==> src/rtl/coin_credit_pkg.sv <==
// Shared types and the 7-segment digit table for the coin credit display.
// Segment patterns are listed p[0..6] = segments a..g, active-high.
package coin_credit_pkg;

    typedef logic [3:0] credit_t;
    typedef logic [4:0] sum_t;

    localparam logic [0:6] SEG_DIGIT [0:9] = '{
        7'b1111110,
        7'b0110000,
        7'b1101101,
        7'b1111001,
        7'b0110011,
        7'b1011011,
        7'b1011111,
        7'b1110000,
        7'b1111111,
        7'b1111011
    };

    // Shown for codes 10..15, which the credit register never holds.
    localparam logic [0:6] SEG_BLANK = 7'b0000001;

endpackage

==> src/rtl/seg7_decoder.sv <==
// Credit value to single-digit 7-segment pattern.
// SEG_ACTIVE_LOW_EN inverts every segment for common-anode displays.
module seg7_decoder
    import coin_credit_pkg::*;
(
    input  credit_t    value,
    output logic [0:6] seg
);

    logic [0:6] pattern;

    always_comb begin
        pattern = SEG_BLANK;
        if (value <= credit_t'(9)) begin
            pattern = SEG_DIGIT[value];
        end
    end

`ifdef SEG_ACTIVE_LOW_EN
    assign seg = ~pattern;
`else
    assign seg = pattern;
`endif

endmodule

==> src/rtl/coin_credit_display.sv <==
// Coin-accumulating vend controller: counts one coin per rising edge on a/b/c,
// vends (c1) and returns change (c2) at PRICE. Display polarity: SEG_ACTIVE_LOW_EN.
module coin_credit_display
    import coin_credit_pkg::*;
#(
    parameter int PRICE = 10,
    parameter int VAL_A = 1,
    parameter int VAL_B = 2,
    parameter int VAL_C = 5
) (
    input  logic       ck,
    input  logic       rs,
    input  logic       a,
    input  logic       b,
    input  logic       c,
    output logic [0:6] p,
    output logic       c1,
    output logic       c2
);

    credit_t credit;
    logic    prev_a;
    logic    prev_b;
    logic    prev_c;
    logic    rise_a;
    logic    rise_b;
    logic    rise_c;
    logic    any_rise;
    sum_t    sum;

    assign rise_a   = a & ~prev_a;
    assign rise_b   = b & ~prev_b;
    assign rise_c   = c & ~prev_c;
    assign any_rise = rise_a | rise_b | rise_c;

    // Simultaneous coins all land in the same cycle; worst case 9 + 8 fits 5 bits.
    always_comb begin
        sum = sum_t'(credit);
        if (rise_a) sum = sum + sum_t'(VAL_A);
        if (rise_b) sum = sum + sum_t'(VAL_B);
        if (rise_c) sum = sum + sum_t'(VAL_C);
    end

    always_ff @(posedge ck or negedge rs) begin
        if (!rs) begin
            credit <= '0;
            c1     <= 1'b0;
            c2     <= 1'b0;
            prev_a <= 1'b0;
            prev_b <= 1'b0;
            prev_c <= 1'b0;
        end else begin
            prev_a <= a;
            prev_b <= b;
            prev_c <= c;
            if (!any_rise) begin
                c1 <= 1'b0;
                c2 <= 1'b0;
            end else if (sum >= sum_t'(PRICE)) begin
                // Overpayment is refunded as change rather than carried forward.
                credit <= '0;
                c1     <= 1'b1;
                c2     <= (sum > sum_t'(PRICE));
            end else begin
                credit <= credit_t'(sum);
                c1     <= 1'b0;
                c2     <= 1'b0;
            end
        end
    end

    seg7_decoder u_seg (
        .value (credit),
        .seg   (p)
    );

endmodule

==> config.mk <==
export PLATFORM = sky130hd
export DESIGN_NAME = coin_credit_display
export DESIGN_NICKNAME = d
export VERILOG_FILES = /design/src/rtl/coin_credit_pkg.sv /design/src/rtl/seg7_decoder.sv /design/src/rtl/coin_credit_display.sv
export SDC_FILE = /design/constraint.sdc
export NUM_CORES = 1
export LEC_CHECK = 0
export ABC_AREA = 1
export ABC_CLOCK_PERIOD_IN_PS = 3200
export BUFFER_PORTS_ARGS = -buffer_cell sky130_fd_sc_hd__buf_2
export CAP_MARGIN = 20
export CORE_MARGIN = 2
export CORE_UTILIZATION = 56
export DETAILED_ROUTE_END_ITERATION = 8
export HOLD_SLACK_MARGIN = 0.1
export PLACE_DENSITY_LB_ADDON = 0.3
export SLEW_MARGIN = 25
export SYNTH_ARGS = -nofsm -noshare
export SYNTH_HDL_FRONTEND = slang
export SYNTH_SLANG_ARGS = --single-unit
==> constraint.sdc <==
create_clock -name ck -period 3.2 [get_ports ck]
set_input_delay 0.16 -clock ck [delete_from_list [all_inputs] [get_ports ck]]
set_output_delay 0.16 -clock ck [all_outputs]
set_load 0.02 [all_outputs]
Word-level counts from Yosys, hierarchy flattened

Memories as Yosys holds them, arrays and structs flattened.
Cells that the tools add are included.

$add $sub $neg: 3
Order comparisons: 4
Mux-type cells: 11
Bitwise gates (word level): 9

Operators by type and width:

| operator            | number |
|---|---|
| $mux 7              | 3 |
| $mux 5              | 3 |
| $add 4x1->5 const B | 1 |
| $add 5x2->5 const B | 1 |
| $add 5x3->5 const B | 1 |
| $ge 5x4->1 const B  | 1 |
| $ge 5x5->1 const B  | 1 |
| $gt 5x4->1 const B  | 1 |
| $not 4->5           | 1 |
| $le 4x4->1 const B  | 1 |
| $mux 1              | 4 |
| $mux 4              | 1 |
| $and 1x1->1         | 3 |
| $not 1->1           | 3 |
| $or 1x1->1          | 2 |

Flip-flop bits (word level): 9
Bits in read-only memories: 112
Bits of input ports: 5
Output and inout port bits: 9
Logic and storage cells: 34
Memories kept: 1

Memory list:

| name             | depth | bits a word | rd ports | clocked after Yosys merged registers in | write ports | RTL line           | RTL |
|---|---|---|---|---|---|---|---|
| (name not given) | 16    | 7           | 1        | 0                                       | 0           | seg7_decoder.sv:15 | `pattern = SEG_DIGIT[value];` |

Logic depth before layout (Yosys ltp)

Word-level depth: 10
Gate-level depth with buffers: 18

By module

Synthesis repeated with hierarchy kept, for this count alone.

Cell total of the unflattened synthesis: 153
Area, all modules: 959.7 sq um

Modules (own cells, without submodules):

| module              | instances | cells each | area an instance (sq um) | seq. area each (sq um) |
|---|---|---|---|---|
| coin_credit_display | 1         | 115        | 755.7                    | 225.2 |
| seg7_decoder        | 1         | 38         | 203.9                    | 0.0 |

Worst setup path before layout

Ideal clock, no wire load.

Kind: register to register
Start: register credit[0]
End: register c1
Arrival time: 2.202 ns
Required time: 3.062 ns
Setup slack: 0.860 ns
Cell stages (with the launch flop): 17
Buffers on the path: 0
Clock period less this slack: 2.340 ns
Cell sequence: dfrtp_1 -> inv_1 -> ha_1 -> inv_1 -> nand3_2 -> nand2_4 -> inv_1 -> ha_1 -> or2_1 -> nand3_1 -> nand3_1 -> nand2_1 -> inv_2 -> nand2_4 -> nand2_2 -> inv_2 -> nor2_2

Word-level cells in the longest chain between the ends: 9

RTL lines:

| what                   | RTL line                  | RTL |
|---|---|---|
| start, declared        | coin_credit_display.sv:21 | `credit_t credit;` |
| start signal, assigned | coin_credit_display.sv:65 | `credit <= credit_t'(sum);` |
| $add 4x1->5            | coin_credit_display.sv:39 | `if (rise_a) sum = sum + sum_t'(VAL_A);` |
| $mux 5 *               | coin_credit_display.sv:39 |  |
| $add 5x2->5            | coin_credit_display.sv:40 | `if (rise_b) sum = sum + sum_t'(VAL_B);` |
| $mux 5 *               | coin_credit_display.sv:40 |  |
| $add 5x3->5            | coin_credit_display.sv:41 | `if (rise_c) sum = sum + sum_t'(VAL_C);` |
| $mux 5 *               | coin_credit_display.sv:41 |  |
| $ge 5x4->1 *           | coin_credit_display.sv:59 | `end else if (sum >= sum_t'(PRICE)) begin` |
| $mux 1 *               | coin_credit_display.sv:59 |  |
| $mux 1 *               | coin_credit_display.sv:56 | `if (!any_rise) begin` |
| end signal, assigned   | coin_credit_display.sv:47 | `c1 <= 1'b0;` |
| end signal, assigned   | coin_credit_display.sv:57 | `c1 <= 1'b0;` |
| end signal, assigned   | coin_credit_display.sv:62 | `c1 <= 1'b1;` |
| end, declared          | coin_credit_display.sv:17 | `output logic c1,` |

Every way passes the cells marked *; elsewhere a longest branch is shown, timed or not.
A chain may end at the register's enable or synchronous reset.

Worst setup path in the final report

Start: register credit[0]
End: register c2

Word-level cells in the longest chain between the ends: 9

RTL lines:

| what                                     | RTL line                                             | RTL |
|---|---|---|
| $add 4x1->5                              | coin_credit_display.sv:39                            |  |
| $mux 5 *                                 | coin_credit_display.sv:39                            |  |
| $add 5x2->5                              | coin_credit_display.sv:40                            |  |
| $mux 5 *                                 | coin_credit_display.sv:40                            |  |
| $add 5x3->5                              | coin_credit_display.sv:41                            |  |
| $mux 5 *                                 | coin_credit_display.sv:41                            |  |
| $gt 5x4->1 or $ge 5x4->1 (tied branches) | coin_credit_display.sv:63, coin_credit_display.sv:59 |  |
| $mux 1 *                                 | coin_credit_display.sv:59                            |  |
| $mux 1 *                                 | coin_credit_display.sv:56                            |  |
| end signal, assigned                     | coin_credit_display.sv:63                            | `c2 <= (sum > sum_t'(PRICE));` |
| end, declared                            | coin_credit_display.sv:18                            | `output logic c2` |

Marked as above.

==> qor.txt <==
ranking of synthesized cells by area: dfrtp_1, nand2_1, ha_1
core area: 0.001727 sq mm
WL/cell: 10.28 microns
CTS Root Cell: clkbuf_4
vias in the first global route: 815
Worst Path Arrival: 2.75 ns
Starting Density: 60.07%
DR DRC count: 0
post-synthesis average cell area: 6.735 sq um
Detailed Place HPWL: 1683 microns
clk_lat worst skew: 0.25 ns
Detail Route Antenna Nets: 0
critical-path cell list: inv_1 -> ha_1 -> inv_1 -> nand3_2 -> nand2_4 -> inv_1 -> ha_1 -> or2_1 -> nand3_1 -> nand2_1 -> nand2_2 -> nand2_1 -> inv_2 -> nand2_4 -> nand2_2 -> inv_2 -> nor2_2
PD cells: 946.9 mW/mm^2
Vias: 972
final setup violation count: 0
outcome: completed
CP Class: register to register
CTS buffer count: 3
width of the die: 47.04 microns
final wirelength: 2035 microns
# hold bufs at CTS: 3
Critical Path Sink Type: register
Final #Nets: 187
largest net degree at the start of global routing: 10
Synth cell types: 22
final setup TNS: 0 ns
htree depth: 1
CTS tree: yes
CP Data Required Time: 3.38 ns
Critical Path Most Common Cell: inv_1
Period minus WS final: 2.569 ns
Mapped Cells: 154
Min-Delay Path Class: input pin to register
Port Buffers: 13
Hold Vio Cnt, Final: 0
maximum VDD drop: 0.7169 mV
maximum clock rate: 0.3892 GHz
Clock Skew: 0.001614 ns
crit share post-route: 80.30%
drt pass-1 iters: 4
ratio of cells with drive above 1 in the final layout: 32.37%
RePlAce Congestion: 0.8205
crit start category: register
CTS max path bufs: 2
Inserted Diodes: 0
initial antenna violation count: 0
multi-input logic area: 694.4 sq um
Post-CTS Setup Repair Bufs: 0
post-route cell area: 0.001185 sq mm
leakage: 0.6634 nW
post-synth top area share: 21.71%
post-synth net total: 167
synthesis-stage register bit count: 9
placed inst area: 0.001129 sq mm
die area: 0.002212 sq mm
Top delay family on crit path: simple AND/OR/NAND/NOR gates
Seq/Total Area, Yosys: 21.71%
Overflow after GRT: 0
detail-routed via count per cell: 4.909
Worst path max stage delay: 0.47 ns
Total GRT Usage: 21.20%
Placement Setup Slack: 0.6601 ns
Num Clock Sinks: 9
RSZ-0062 raised after global routing: no
actual slew at the worst max-slew pin: 0.6150 ns
Die Y: 47.04 microns
relative slew slack: 58.68%
# IOs: 14
crit-path max FO: 7
post-CTS resize count: 0
Max Cap Violations: 0
layout filler cell count: 157
CP max-delay cell: dfrtp_1
Setup WS post-layout: 0.6306 ns
area delta synth->final: 14.23%
Reg area: 225.2 sq um
Worst Path Buf+Inv: 5
final slew viol count: 0
Post-Syn Area: 0.001037 sq mm
Synth area leader: dfrtp_1
# rows: 15
global-route wire length before repair: 3277 microns
clk slew on worst S/H paths: 0.05 ns
synth warn: 0
Initial DRC Count: 25
==> state kept, by name, indices dropped and copies added, names as in the netlist <==
name and flops:
prev_a 1, prev_c 1, c2 1, credit 4
prev_b 1, c1 1
==> report_power, final <==
group / total, W / switching (W) / internal, W
clock network: 0.0000817 / 0.0000340 / 0.0000477
registers: 0.000207 / 0.0000568 / 0.000151
logic: 0.000833 / 0.000548 / 0.000285
total: 0.00112 / 0.000639 / 0.000483
==> per-layer routing <==
metal	wire, microns	vias to the layer above	share of wire [%]	global-route usage [%]
met5	0	-	0	0
li1	-	515	-	-
met3	34	4	1.7	2.308
met2	1007	14	49	35.07
met1	970	439	48	28.40
met4	23	0	1.1	8.333
==> cell type report <==
| type | count | share of cell area (%) |
|---|---|---|
| Clock buffer | 4 | 2.218 |
| Multi-Input combinational cell | 114 | 58.61 |
| Sequential cell | 9 | 19.01 |
| Timing Repair Buffer | 16 | 8.025 |
| Tap cell | 25 | 2.640 |
| Inverter | 30 | 9.504 |
==> synth_stat cells, drive strengths merged <==
cell	number
buf	1
dfrtp	9
ha	8
inv	30
nand2	56
nand3	19
nand3b	1
nand4	5
nor2	15
nor3	1
o21ai	6
o221a	1
or2	1
xor2	1
==> through the flow <==
step | cells | utilization [%] | power (W) | hold WS [ns]
finish | 198 | 68.62 | 0.001122 | 0.1235
CTS | 198 | 68.62 | 0.001129 | 0.1192
global placement | 191 | 65.36 | 0.001016 | 0.01135
floorplan | 154 | - | 0.0008462 | -0.1356
detailed placement | 191 | 65.36 | 0.001042 | 0.01361
global route | 198 | 68.62 | 0.001232 | 0.1138
==> cell families after synthesis <==
kind of cell | synth area share, %
buffers and inverters | 11.34
adder cells (fa/ha/maj) | 9.651
AO/OA/AOI/OAI | 3.980
flip-flops | 21.71
XOR/XNOR | 0.8445
AND/OR/NAND/NOR | 52.47
==> worst reg2reg max path, stage by stage (launching register included) <==
cell and delay, ns:
dfrtp_1 0.47, inv_1 0.16, ha_1 0.34, inv_1 0.07, nand3_2 0.11, nand2_4 0.12
inv_1 0.05, ha_1 0.26, or2_1 0.26, nand3_1 0.11, nand2_1 0.07, nand2_2 0.08
nand2_1 0.07, inv_2 0.08, nand2_4 0.07, nand2_2 0.06, inv_2 0.04, nor2_2 0.09
==> final timing paths <==
check                           from         to  slack [ns]  depth (start not counted)
setup reg to reg           credit[0]         c2        0.63                         17
setup / recovery           credit[0]         c2        0.63                         17
hold reg to reg            credit[3]  credit[3]        0.63                          2
max in group asynchronous         rs  credit[2]        2.75                          2
min in group asynchronous         rs     prev_a        0.28                          2
hold / removal                     a     prev_a        0.12                          1
==> cells in the final DEF (no fill, tap or decap) <==
cell,Yosys,routed
nand2_1,38,38
inv_1,22,22
nand2_2,14,14
nand3_1,14,14
buf_2,1,13
dfrtp_1,9,9
inv_2,8,8
ha_1,8,8
nor2_1,7,7
o21ai_0,5,5
nand4_1,5,5
nor2_2,5,5
nand2_4,4,4
nand3_2,4,4
nor2_4,3,3
clkbuf_4,0,3
dlygate4sd3_1,0,3
o221a_2,1,1
nand3_4,1,1
or2_1,1,1
nand3b_1,1,1
o21ai_1,1,1
xor2_1,1,1
nor3_1,1,1
clkbuf_1,0,1
(Power assumes the default switching activity.)
